[src/rtl/cache_mem_arbiter.sv]
// cache_mem_arbiter
//
// Purpose:
//   Shares one single-ported main-memory interface between the instruction
//   cache and the data cache. Only one requester owns the RAM at a time. The
//   grant is held until the RAM reports ACCESS, and wait/data go back to the
//   owner only. The data cache has static priority.
//
// Optional feature (compile-time macro ARB_FAIRNESS_EN):
//   Adds a 4-bit starvation counter. When the instruction cache has been
//   waiting through STARVE_MAX data-cache completions, the next grant is
//   forced to the instruction cache. Without the macro the counter does not
//   exist, and the instruction cache can starve.
//
// Handshake:
//   A requester raises its request and holds address, data and request until
//   its wait drops to 0. That happens for exactly one cycle, the completion
//   cycle. Dropping the request mid-grant is a withdrawal. The grant is
//   released with no completion pulse.
//
// Ports:
//   CLK, nRST             clock, synchronous active-low reset
//   iREN, iaddr           icache read request and word address
//   iwait, iload          icache stall (0 on completion) and read data
//   dREN, dWEN            dcache read / write requests (write wins)
//   daddr, dstore         dcache word address and write data
//   dwait, dload          dcache stall (0 on completion) and read data
//   ramREN, ramWEN        RAM read / write strobes
//   ramaddr, ramstore     RAM address and write data
//   ramload, ramstate     RAM read data and status (FREE/BUSY/ACCESS/ERROR)
//   dbg_state             current arbiter state, for observation only

module cache_mem_arbiter #(
    parameter int STARVE_MAX = 4
) (
    input  logic        CLK,
    input  logic        nRST,
    input  logic        iREN,
    input  logic [31:0] iaddr,
    output logic        iwait,
    output logic [31:0] iload,
    input  logic        dREN,
    input  logic        dWEN,
    input  logic [31:0] daddr,
    input  logic [31:0] dstore,
    output logic        dwait,
    output logic [31:0] dload,
    output logic        ramREN,
    output logic        ramWEN,
    output logic [31:0] ramaddr,
    output logic [31:0] ramstore,
    input  logic [31:0] ramload,
    input  logic [1:0]  ramstate,
    output logic [1:0]  dbg_state
);

    localparam logic [1:0] RAM_ACCESS = 2'd2;

    if (STARVE_MAX < 1 || STARVE_MAX > 15) begin : g_bad_starve_max
        $error("cache_mem_arbiter: STARVE_MAX must be in 1..15");
    end

    typedef enum logic [1:0] {
        ARB_IDLE = 2'd0,
        SERVE_I  = 2'd1,
        SERVE_D  = 2'd2
    } arb_state_t;

    arb_state_t state;
    arb_state_t next_state;

    logic d_req;
    logic ram_done;
    logic starve;

    assign d_req    = dREN | dWEN;
    // FREE, BUSY and ERROR all mean "keep holding". ERROR is retried by
    // leaving the strobes up.
    assign ram_done = (ramstate == RAM_ACCESS);

`ifdef ARB_FAIRNESS_EN
    logic [3:0] starve_cnt;

    assign starve = iREN && (starve_cnt >= 4'(STARVE_MAX));

    always_ff @(posedge CLK) begin
        if (!nRST) begin
            starve_cnt <= 4'd0;
        end else if (state == ARB_IDLE && !iREN) begin
            starve_cnt <= 4'd0;
        end else if (state == ARB_IDLE && next_state == SERVE_I) begin
            starve_cnt <= 4'd0;
        end else if (state == SERVE_D && d_req && ram_done && iREN
                     && starve_cnt != 4'd15) begin
            starve_cnt <= starve_cnt + 4'd1;
        end
    end
`else
    assign starve = 1'b0;
`endif

    always_ff @(posedge CLK) begin
        if (!nRST) begin
            state <= ARB_IDLE;
        end else begin
            state <= next_state;
        end
    end

    assign dbg_state = state;

    always_comb begin
        next_state = state;
        ramREN     = 1'b0;
        ramWEN     = 1'b0;
        ramaddr    = 32'd0;
        ramstore   = 32'd0;
        iwait      = 1'b1;
        dwait      = 1'b1;
        iload      = 32'd0;
        dload      = 32'd0;

        case (state)
            ARB_IDLE: begin
                if (starve) begin
                    next_state = SERVE_I;
                end else if (d_req) begin
                    next_state = SERVE_D;
                end else if (iREN) begin
                    next_state = SERVE_I;
                end
            end

            SERVE_I: begin
                ramaddr = iaddr;
                iload   = ramload;
                if (!iREN) begin
                    // Withdrawal: release the RAM without a completion pulse.
                    next_state = ARB_IDLE;
                end else begin
                    ramREN = 1'b1;
                    if (ram_done) begin
                        iwait      = 1'b0;
                        next_state = ARB_IDLE;
                    end
                end
            end

            SERVE_D: begin
                ramaddr = daddr;
                dload   = ramload;
                if (!d_req) begin
                    next_state = ARB_IDLE;
                end else begin
                    if (dWEN) begin
                        ramWEN   = 1'b1;
                        ramstore = dstore;
                    end else begin
                        ramREN = 1'b1;
                    end
                    if (ram_done) begin
                        dwait      = 1'b0;
                        next_state = ARB_IDLE;
                    end
                end
            end

            default: begin
                next_state = ARB_IDLE;
            end
        endcase
    end

endmodule

[config.mk]
export PLATFORM = sky130hd
export DESIGN_NAME = cache_mem_arbiter
export DESIGN_NICKNAME = d
export VERILOG_FILES = /design/src/rtl/cache_mem_arbiter.sv
export SDC_FILE = /design/constraint.sdc
export NUM_CORES = 1
export LEC_CHECK = 0
export CAP_MARGIN = 40
export CORE_AREA = 2 2 105 107
export CTS_CLUSTER_DIAMETER = 40
export CTS_CLUSTER_SIZE = 8
export DETAILED_ROUTE_END_ITERATION = 10
export DIE_AREA = 0 0 107 109
export MAX_ROUTING_LAYER = met4
export PLACE_DENSITY = 0.56
export SLEW_MARGIN = 20
export SYNTH_ARGS = -nofsm -noshare
export SYNTH_HDL_FRONTEND = slang
export SYNTH_SLANG_ARGS = --single-unit
[constraint.sdc]
create_clock -name CLK -period 2 [get_ports CLK]
set_input_delay 0.4 -clock CLK [delete_from_list [all_inputs] [get_ports CLK]]
set_output_delay 0.4 -clock CLK [all_outputs]
set_load 0.1 [all_outputs]
# Yosys cells after proc, flatten, opt, wreduce, memory -nomap -nowiden
# Index checks and enable logic that the tools add are counted.
# totals
inputBits	135
wordCells	31
reg_bits	2
output_inout_bits	134
# classes
eq_ne	4
reduce_logical	1
muxes	24
bitwise_logic	1
# op_table
op	n
2-to-1 mux 32 bit	5
one-hot mux 32 bit (2 select lines)	1
2-to-1 mux 1 bit	11
2-to-1 mux 2 bit	5
one-hot mux 2 bit (3 select lines)	1
equality test 2 bit, second input constant	2
!= test 3 bit, second input constant	1
equality test 2 x 1 -> 1 bit, second input constant	1
zero test 2 bit	1
one-hot mux 1 bit (2 select lines)	1
OR 1 bit	1

# Depth between registers and ports, before layout
# Gate-level depths: netlist of the first run.
# depth
ltp_word	4
depth_mapped	7
mapped_depth_nobuf	5

# Least setup slack after synthesis of the first run
# No wires, ideal clock.
# synth_path
kind	reg-to-output
from	register state[0] (netlist: dbg_state[0])
to	output ramaddr[0]
stages_incl_launch_ff	5
path_buffers	1
arrival_time_ns	3.120
path_slack_ns	-1.520
cell_sequence	dfxtp_1 inv_1 ha_1 clkbuf_1 nor2b_1
# synth_via
elab_chain_len	2
# synth_rtl
item	line	text
start: declaration	69	arb_state_t state;
start signal: assignment	106	state <= next_state;
equality test 2 bit / equality test 2 x 1 -> 1 bit (equally long branches)	123	case (state)
one-hot mux 32 bit (2 select lines) *	123	
end: declaration	50	output logic [31:0] ramaddr,
# Every way passes the cells marked *; elsewhere a longest branch is shown, timed or not.

# Final worst setup path of the first run
# layout_path
from	register state[0] (netlist: dbg_state[0])
to	output ramaddr[11]
# The elaborated chain is that of the path after synthesis.

==> impl_metrics.env, run 1 <==
export IMPL_status="finished clean"
export IMPL_syn_area_mm2=0.00138
export IMPL_grt_pass1_vias=2761
export IMPL_yosys_warnings=0
export IMPL_final_period_utilization=0.990
export IMPL_synth_edf_count=0
export IMPL_min_period_ns=1.98
export IMPL_cp_data_required_time_ns=1.60
export IMPL_synth_yosys_seq_area_share=0.0291
export IMPL_wl_per_cell_um=16.8
export IMPL_placed_cells=606
export IMPL_clock_skew_final_ns=0.000471
export IMPL_setup_viol=0
export IMPL_slew_limit_headroom=0.805
export IMPL_synthCells=213
export IMPL_final_hold_viol_count=0
export IMPL_final_common_cell="buf_12"
export IMPL_post_route_util=0.596
export IMPL_r2r_setup_slack_ns=0.38
export IMPL_antenna_cells=0
export IMPL_drtIter0Drc=63
export IMPL_start_kind="flop"
export IMPL_synth_top_area_frac=0.300
export IMPL_antenna_found_initial=0
export IMPL_final_cells=613
export IMPL_clock_tree_root_cell="clkbuf_8"
export IMPL_min_delay_path_depth=1
export IMPL_syn_nets=352
export IMPL_ir_worst_vdd_mv=0.255
export IMPL_port_buffers=268
export IMPL_cap_violations=0
export IMPL_cp_max_fo=32
export IMPL_hold_buffers=0
export IMPL_hp_start="dbg_state[0]$_SDFFE_PN0P_"
export IMPL_die_h_um=109
export IMPL_cts_sinks=2
export IMPL_first_pass_iters=4
export IMPL_ys_async_sr_fraction=0
export IMPL_synth_top_area_cell="and2_1"
export IMPL_pin_count=269
export IMPL_r2r_end="dbg_state[1]$_SDFFE_PN0P_"
export IMPL_dp_hpwl_mm=8.34
export IMPL_hold_path_class="flop to flop"
export IMPL_cts_clk_slew_worst_paths_ns=0.03
export IMPL_grt_max_degree=37
export IMPL_synth_flop_cell="dfxtp_1"
export IMPL_drc=0
export IMPL_critPathKind="flop to output pin"
export IMPL_worstMarginPinSlew_ns=0.292
export IMPL_routed_via_density=4.34
export IMPL_powerDensity_mw_per_mm2=496
export IMPL_htreeDepth=1
export IMPL_r2r_start="dbg_state[0]$_SDFFE_PN0P_"
export IMPL_core_mm2=0.0106
export IMPL_slew_violations=0
export IMPL_cp_end_kind="output pin"
export IMPL_grt_total_usage=0.168
export IMPL_synthTopCellsByArea="and2_1 (30%), a22oi_1 (17%), and3_1 (15%), nor2b_1 (15%), clkbuf_1 (3.8%)"
export IMPL_fin_nets=614
export IMPL_grt_pass1_wl_mm=14.9
export IMPL_p_leak_nw=2.42
export IMPL_grt_overflow=0
export IMPL_gp_congestion=0.757
export IMPL_cts_tree="done"
export IMPL_r2r_cells=6
export IMPL_ys_ff_latch=2
export IMPL_syn_area_per_cell_um2=6.46
export IMPL_area_growth_syn_to_layout_pct=360
export IMPL_layout_common_cells="buf_12 (136), clkdlybuf4s50_1 (133), and2_2 (56)"
export IMPL_initial_core_util=0.130
export IMPL_fmax_mhz=505
export IMPL_clock_latency_ns=0.21
export IMPL_arrival_ns=1.58
export IMPL_vias=2658
export IMPL_wl_mm=10.3
export IMPL_cts_path_max_buffers=2
export IMPL_num_rows=38
export IMPL_die_w_um=107
export IMPL_drive_gt1_frac=0.651
export IMPL_die_area_mm2=0.0117
export IMPL_largest_register_ffs=2
export IMPL_rsz0062_at_grt="true"
export IMPL_final_setup_tns_ns=0
export IMPL_netlist_cell_type_count=24
export IMPL_cts_buffers=3
export IMPL_min_to="dbg_state[0]$_SDFFE_PN0P_"
export IMPL_antenna_left=0
-- synth_stat cells (2+ instances only) --
library cell	instances
dfxtp_1	2
a22oi_1	32
buf_2	9
and3_1	33
ha_1	4
nor2b_1	33
and2_1	66
clkbuf_1	14
inv_1	2
o21ai_0	2
nor2_1	2
nand2_1	2
-- stage by stage --
step	hold slack (ns)	setup WS [ns]	total power, mW	area (um^2)
after global placement	0.575	0.0413	2.86	6080
final	0.589	0.0209	3.13	6320
after global routing	0.624	-0.0379	3.24	6320
after CTS	0.586	0.00802	3.12	6200
after detailed placement	0.574	0.0151	2.87	6080
after floorplan	0.531	-0.181	1.81	1960
-- kinds of logic after synthesis --
logic type | Yosys count | share of synthesized area
adders and majority gates | 4 | 0.0364
AOI/OAI and AO/OA | 40 | 0.221
DFF | 2 | 0.0291
buffers and inverters | 28 | 0.0873
and+or+nand+nor | 139 | 0.626
-- cell type report --
cell class                 count  area (um^2)
clock buffer                   3         41.3
fill                         865         4280
inverter                       3         16.3
multi-input combinational    183         1800
sequential                     2         47.5
tap                          140          175
timing repair buffer         282         4250
-- where the power goes --
group | internal (mW) | leakage [nW] | switching, mW | total (mW)
Sequential | 0.0456 | 0.0178 | 0.0130 | 0.0586
Clock | 0.127 | 0.0216 | 0.0276 | 0.154
Combinational | 1.23 | 2.38 | 1.69 | 2.92
Total | 1.40 | 2.42 | 1.73 | 3.13
-- critical path, cell delays in order (launching register included) --
cell     delay (ns)
dfxtp_4        0.39
inv_4          0.06
ha_4           0.19
buf_16         0.17
a22oi_1        0.29
nor2b_4        0.08
buf_12         0.17
-- what timing repair did --
action,CTS,global route
pin swaps,1,0
setup buffers,2,0
endpoints found under the hold margin,0,0
gates cloned,1,1
setup endpoints to repair,43,51
gates resized for setup,5,21
-- how the worst max path moves through the flow --
stage / start / end / slack (ns) / depth (start not counted)
after floorplan: dbg_state[0]$_SDFFE_PN0P_ / dwait / -0.18 / 5
after global placement: dWEN / dwait / 0.04 / 5
after detailed placement: dWEN / dwait / 0.02 / 5
after CTS: dbg_state[0]$_SDFFE_PN0P_ / ramstore[6] / 0.008 / 6
after global routing: dbg_state[0]$_SDFFE_PN0P_ / ramREN / -0.04 / 7
final: dbg_state[0]$_SDFFE_PN0P_ / ramaddr[11] / 0.02 / 6
-- layer usage --
layer | up-vias | share of wire | track usage | wire [um]
li1 | 1263 | - | - | -
met3 | 10 | 0.098 | 0.0460 | 1010
met2 | 167 | 0.53 | 0.295 | 5440
met1 | 1218 | 0.36 | 0.186 | 3680
met5 | - | 0 | - | 0
met4 | 0 | 0.017 | 0.0492 | 178
No activity file was read; power rests on OpenSTA's default activity.
==> run 2, diff against run 1 <==
CTS_BUF_LIST = sky130_fd_sc_hd__clkbuf_8 sky130_fd_sc_hd__clkbuf_16   (was default)
TNS_END_PERCENT = 30   (was default)
==> run 2 against run 1 <==
Compared with the run above:
- worst hold slack improved by 0.0057 ns
- final cell count rose by 0.49%
- die area did not move
- sequential share of layout area barely moved
- largest cell class unchanged
==> impl_metrics.env, run 2 (synthesized netlist as in run 1, its figures left out) <==
export IMPL_cp_end_kind="output pin"
export IMPL_drc=0
export IMPL_grt_total_usage=0.173
export IMPL_grt_pass1_vias=2893
export IMPL_layout_common_cells="buf_12 (137), clkdlybuf4s50_1 (134), and2_2 (64)"
export IMPL_critPathKind="flop to output pin"
export IMPL_grt_pass1_wl_mm=15.2
export IMPL_cts_tree="done"
export IMPL_placed_area_mm2=0.00602
export IMPL_path_cells="inv_4 -> ha_4 -> buf_12 -> nand2_1 -> o21ai_0 -> and2_2 -> buf_12"
export IMPL_slowest_stage="dfxtp_4"
export IMPL_num_rows=38
export IMPL_top_layer="met4"
export IMPL_cp_data_required_time_ns=1.60
export IMPL_fin_hold_ws_ns=0.594
export IMPL_status="finished clean"
export IMPL_die_h_um=109
export IMPL_start_kind="flop"
export IMPL_cp_max_fo=20
export IMPL_dr_wl_met2_mm=5.64
export IMPL_worstMarginPinSlew_ns=0.319
export IMPL_final_cells=616
export IMPL_r2r_start="dbg_state[0]$_SDFFE_PN0P_"
export IMPL_antenna_left=0
export IMPL_final_hold_viol_count=0
export IMPL_antenna_cells=0
export IMPL_finalInstanceArea_mm2=0.00627
export IMPL_placed_cells=607
export IMPL_cap_violations=0
export IMPL_gp_congestion=0.819
export IMPL_antenna_found_initial=0
export IMPL_first_pass_iters=4
export IMPL_wl_per_cell_um=17.1
export IMPL_p_leak_nw=2.43
export IMPL_rsz0062_at_grt="true"
export IMPL_core_mm2=0.0106
export IMPL_final_common_cell="buf_12"
export IMPL_die_w_um=107
export IMPL_arrival_ns=1.57
export IMPL_slew_violations=0
export IMPL_drt_met1_wl_mm=3.78
export IMPL_grt_overflow=0
export IMPL_pin_count=269
export IMPL_min_period_ns=1.97
export IMPL_wl_mm=10.5
export IMPL_die_area_mm2=0.0117
export IMPL_fmax_mhz=507
export IMPL_max_stage_delay_ns=0.37
export IMPL_clock_skew_final_ns=0.00355
export IMPL_wl_met3_um=899
export IMPL_setup_viol=0
export IMPL_drive_gt1_frac=0.641
export IMPL_largest_register_ffs=2
export IMPL_cp_common_cell="buf_12"
export IMPL_initial_core_util=0.130
export IMPL_fin_nets=617
export IMPL_htreeDepth=1
export IMPL_totalPowerFinal_mw=3.10
export IMPL_hold_path_class="flop to flop"
export IMPL_powerDensity_mw_per_mm2=495
export IMPL_dp_hpwl_mm=8.75
export IMPL_cts_buffers=3
export IMPL_drtIter0Drc=84
export IMPL_area_growth_syn_to_layout_pct=356
export IMPL_port_buffers=268
export IMPL_cts_path_max_buffers=2
export IMPL_cts_clk_slew_worst_paths_ns=0.03
export IMPL_routed_via_density=4.31
export IMPL_ir_worst_vdd_mv=0.267
export IMPL_cts_sinks=2
export IMPL_slew_limit_headroom=0.787
export IMPL_vias=2654
export IMPL_grt_max_degree=53
export IMPL_clock_latency_ns=0.21
export IMPL_final_period_utilization=0.986
export IMPL_clock_tree_root_cell="clkbuf_8"
export IMPL_critical_path_startpoint="dbg_state[0]$_SDFFE_PN0P_"
export IMPL_hp_start="dbg_state[0]$_SDFFE_PN0P_"
-- run 2: final timing paths --
check / end / slack [ns] / cells after the start
min reg2reg: dbg_state[0]$_SDFFE_PN0P_ / 0.59 / 1
min: dbg_state[0]$_SDFFE_PN0P_ / 0.59 / 1
max: ramREN / 0.03 / 7
max reg2reg: dbg_state[1]$_SDFFE_PN0P_ / 0.42 / 6
-- run 2: timing repair --
action	4_1_cts	5_1_grt
gates cloned	1	1
endpoints found under the setup margin	40	49
hold buffers	0	0
endpoints found under the hold margin	0	0
gates resized for setup	3	18
setup buffers	0	4
pin swaps	0	9
-- run 2: area by class of cell --
cell class,instances,area (um^2)
fill,866,4330
timing repair buffer,285,4260
multi-input combinational,183,1730
tap,140,175
sequential,2,47.5
clock buffer,3,41.3
inverter,3,16.3
-- run 2: stage by stage --
stage / utilization / setup TNS [ns] / setup WS (ns)
2_1_floorplan: - / -2.94 / -0.188
3_3_place_gp: 0.568 / 0 / 0.0498
3_5_place_dp: 0.568 / 0 / 0.00714
4_1_cts: 0.576 / -0.838 / -0.0476
5_1_grt: 0.592 / -0.570 / -0.0432
6_report: 0.592 / 0 / 0.0275
-- run 2: critical path: cells and delay by family (launching register included) --
family / cells / cell delay [ns]
AOI/OAI and AO/OA: 1 / 0.15
adders and majority gates: 1 / 0.17
buffers and inverters: 3 / 0.41
DFF: 1 / 0.37
and+or+nand+nor: 2 / 0.24
-- run 2: layer usage --
layer | global-route usage | vias up
met5 | - | -
met4 | 0.0455 | 0
met3 | 0.0496 | 14
met2 | 0.321 | 151
met1 | 0.179 | 1224
li1 | - | 1265
-- run 2: report_power, final --
part	internal (mW)	total, mW	switching (mW)	leakage, nW
Sequential	0.0455	0.0563	0.0107	0.0178
Clock	0.127	0.158	0.0310	0.0216
Combinational	1.21	2.89	1.68	2.39
==> run 3, diff against run 2 <==
CTS_CLUSTER_DIAMETER = default   (was 40)
==> results of run 3 <==
No change in the layout: final DEF, timing and power equal those of run 2.
